$ cat src/rtl/serial_adder.sv
// rtl/serial_adder.sv - multi-cycle adder/subtractor, DIGIT bits per clock, LSD first
module serial_adder #(
  parameter int WIDTH = 8,
  parameter int DIGIT = 1
) (
  input  logic             clk,
  input  logic             rst,
  input  logic             start,
  input  logic [WIDTH-1:0] A,
  input  logic [WIDTH-1:0] B,
  input  logic             C,
  input  logic             Sub,
  output logic             busy,
  output logic             done,
  output logic [WIDTH-1:0] S,
  output logic             Cy,
  output logic             Ov
);

  localparam int N  = WIDTH / DIGIT;
  localparam int CW = (N > 1) ? $clog2(N) : 1;
  localparam logic [CW-1:0] LAST = CW'(N - 1);

  typedef enum logic {IDLE, RUN} state_t;

  state_t           state;
  logic [WIDTH-1:0] a_q;
  logic [WIDTH-1:0] b_q;
  logic             carry;
  logic [CW-1:0]    cnt;
  logic [DIGIT-1:0] a_d;
  logic [DIGIT-1:0] b_d;
  logic [DIGIT-1:0] sum_d;
  logic             c_out;

  assign a_d = a_q[cnt*DIGIT +: DIGIT];
  assign b_d = b_q[cnt*DIGIT +: DIGIT];
  assign {c_out, sum_d} = {1'b0, a_d} + {1'b0, b_d} + {{DIGIT{1'b0}}, carry};

  always_ff @(posedge clk) begin
    if (rst) begin
      state <= IDLE;
      busy  <= 1'b0;
      done  <= 1'b0;
      S     <= '0;
      Cy    <= 1'b0;
      Ov    <= 1'b0;
      carry <= 1'b0;
      cnt   <= '0;
      a_q   <= '0;
      b_q   <= '0;
    end else begin
      done <= 1'b0;
      case (state)
        IDLE: begin
          if (start) begin
            // Subtraction is A + ~B + ~C, so invert B and the borrow-in up front
            a_q   <= A;
            b_q   <= Sub ? ~B : B;
            carry <= Sub ? ~C : C;
            cnt   <= '0;
            busy  <= 1'b1;
            state <= RUN;
          end
        end
        RUN: begin
          S[cnt*DIGIT +: DIGIT] <= sum_d;
          carry <= c_out;
          if (cnt == LAST) begin
            Cy    <= c_out;
            Ov    <= (a_q[WIDTH-1] == b_q[WIDTH-1]) && (sum_d[DIGIT-1] != a_q[WIDTH-1]);
            busy  <= 1'b0;
            done  <= 1'b1;
            state <= IDLE;
          end else begin
            cnt <= cnt + 1'b1;
          end
        end
        default: state <= IDLE;
      endcase
    end
  end

endmodule

$ cat config.mk
export PLATFORM = sky130hd
export DESIGN_NAME = serial_adder
export DESIGN_NICKNAME = d
export VERILOG_FILES = /design/src/rtl/serial_adder.sv
export SDC_FILE = /design/constraint.sdc
export NUM_CORES = 1
export LEC_CHECK = 0
export ABC_AREA = 1
export CORE_AREA = 4 4 66 68
export DETAILED_ROUTE_END_ITERATION = 16
export DIE_AREA = 0 0 70 72
export PLACE_DENSITY = 0.71
export SLEW_MARGIN = 5
export SYNTH_ARGS = -nofsm -noshare
export SYNTH_HDL_FRONTEND = slang
export SYNTH_SLANG_ARGS = --single-unit
$ cat constraint.sdc
create_clock -name clk -period 2 [get_ports clk]
set_input_delay 0.4 -clock clk [delete_from_list [all_inputs] [get_ports clk]]
set_output_delay 0.4 -clock clk [all_outputs]
set_load 0.005 [all_outputs]
==> results_dict.tcl <==
set metrics [dict create \
    status "finished clean" \
    clk_pin_slew_ns 0.07 \
    hold_buffers 0 \
    path_cells "buf_8 > o21ai_1 > o22ai_1 > nand2_1 > nand2_1 > fa_2 > nand3_4 > nor2_2 > o21ai_1 > a21oi_1" \
    grt_pass1_wl_mm 5.93 \
    seq_area_frac_synth_pct 40.7 \
    core_um2 3860 \
    use_met2_pct 26.2 \
    vias 1486 \
    yosysWarnings 0 \
    drt_wl_total_mm 3.51 \
    critPathArrivalTime_ns 2.17 \
    ys_ff_latch 33 \
    postSynthCellCount 217 \
    swShare_pct 27.9 \
    required_ns 2.23 \
    drive_gt1_share_pct 18.0 \
    diodes 0 \
    layout_commonest_cell "nor2_1" \
    grt_overflow 0 \
    final_max_slew_viol_count 0 \
    fmax_mhz 516 \
    cts-buffers-inserted 5 \
    clock_path_buffers 2 \
    power_frac_clock_pct 34.6 \
    ant_nets 0 \
    final_cell_mix "33 x nor2_1, 32 x clkdlybuf4s50_1, 31 x dfxtp_1" \
    busiest_layer "met2" \
    setup_tns_ns 0 \
    finalSetupViolCount 0 \
    dieHeight_um 72 \
    clk_latency_ns 0.29 \
    crit_type "reg2reg" \
    post_drt_wl_per_cell_um 11.3 \
    antenna_found_initial 0 \
    ctsHtreeMaxLevel 2 \
    period_share_pct 96.9 \
    clock_sinks 33 \
    fp.dieW_um 70 \
    synth_cell_types 29 \
    start_kind "flop" \
    gp_congestion 0.830 \
    p_leak_uw 0.000891 \
    initial_core_util_pct 42.1 \
    hold_violations 0 \
    synthesis.nets 243 \
    grt_max_degree 28 \
    finalHoldWorstSlack_ns 0.449 \
    cap_violations 0 \
    slew_headroom_pct 76.4 \
    tightestPinTransition_ns 0.354 \
    sequentialPowerShare_pct 45.1 \
    first_iter_violations 46 \
    hold_class "reg2reg" \
    synth_area_per_cell_um2 7.48 \
    endpoint_kind "flop" \
    final.setup_skew_ns 0.00381 \
    fin_nets 286 \
    dieArea_um2 5040 \
    cts_tree "done" \
    ios 33 \
    netlist_area_um2 1620 \
    fp-row-count 23 \
    critPathMaxFanout 9 \
    p_sw_uw 447 \
    worst_path_max_delay_cell "fa_2" \
    io_buffers 32 \
    grt_usage_pct 14.8 \
    cts-root-buf "clkbuf_8" \
    grt_setup_unrepaired "yes" \
    vias_per_cell 4.78 \
    hpwl_mm 2.61 \
    cp_slowest_stage_delay_ns 0.61 \
    p_int_uw 1160 \
    drc 0 \
    area_growth_pct 36.1 \
    p_per_area_nw_per_um2 725 \
    grt_use_met3_pct 4.57 \
    finalCriticalPeriod_ns 1.94 \
    irDropWorstVdd_mv 0.379 \
    grtUsageMet1_pct 15.5 \
    firstDrtPassIters 4 \
    grt_pass1_vias 1431 \
    p_comb_share_pct 20.4 \
]
==> critical path, delay by kind of cell (launching register included) <==
kind,cells,cell delay (ns)
adders and majority gates,1,0.61
AOI/OAI and AO/OA,4,0.42
DFF,1,0.36
and+or+nand+nor,4,0.35
buffers and inverters,1,0.13
==> synthesized netlist by cell type, drive strengths merged <==
library cell,count,share of area (%)
buf,7,3.4
nand4,5,1.9
nor3,1,0.31
a21oi,22,6.8
a31oi,1,0.39
inv,20,4.8
fa,1,1.2
nor2,41,11
nand3,10,3.4
dfxtp,33,41
clkbuf,1,0.31
clkinv,1,0.23
nand2,28,7.1
xnor2,8,4.3
ha,4,3.1
o21ai,31,9.6
xor2,1,0.54
o22ai,2,0.77
==> metal layers <==
layer | up-vias | share of wire, % | routed length (um)
met2 | 29 | 49 | 1720
met5 | - | 0 | 0
met1 | 651 | 42 | 1490
li1 | 795 | - | -
met4 | 0 | 3.6 | 128
met3 | 11 | 4.8 | 169
==> final cells by class <==
class / instances / area [um2]
clock buffer: 7 / 96.3
clock inverter: 1 / 5.00
fill: 386 / 1650
inverter: 21 / 81.3
multi-input combinational: 155 / 876
sequential: 33 / 668
tap: 50 / 62.6
timing repair buffer: 44 / 422
==> per-stage QoR <==
stage | worst slack, ns | util, % | power (uW) | std cells | instance area, um2
floorplan | 0.0516 | - | 920 | 217 | 1620
global placement | -0.0407 | 52.6 | 1020 | 302 | 2030
detailed placement | -0.119 | 52.6 | 1030 | 302 | 2030
CTS | 0.00482 | 56.0 | 1590 | 310 | 2160
global route | -0.0762 | 57.3 | 1680 | 311 | 2210
finish | 0.0611 | 57.3 | 1600 | 311 | 2210
==> final timing paths <==
check / start / to / slack, ns / cells after the start
min reg2reg: S[5] / S[5] / 0.45 / 2
max: cnt[0] / S[7] / 0.06 / 10
min: S[5] / S[5] / 0.45 / 2
max reg2reg: cnt[0] / S[7] / 0.06 / 10
==> repair_timing <==
action / in CTS / in global routing
setup buffers: 0 / 1
resized for setup: 13 / 21
setup endpoints to repair: 6 / 9
pin swaps: 6 / 11
==> state kept, by name (all words and copies together) (netlist names) <==
| register | flops |
|---|---|
| Cy | 1 |
| S | 8 |
| state | 1 |
| a_q | 8 |
| busy | 1 |
| carry | 1 |
| b_q | 8 |
| cnt | 3 |
| done | 1 |
| Ov | 1 |
==> logic make-up after synthesis <==
kind of cell / Yosys count / share of synthesized area, %
AOI/OAI and AO/OA: 56 / 17.5
DFF: 33 / 40.7
buffers and inverters: 29 / 8.71
xor gates and xnor gates: 9 / 4.85
and+or+nand+nor: 85 / 24.0
adders and majority gates: 5 / 4.31
==> power groups by stage <==
stage | clock network [uW] | registers, uW | logic, uW
after floorplan | 0 | 725 | 195
after global placement | 0 | 733 | 287
after detailed placement | 0 | 734 | 292
after CTS | 566 | 722 | 306
after global routing | 592 | 728 | 365
final | 554 | 723 | 326
Note: power is estimated with default switching activity, not from simulation.
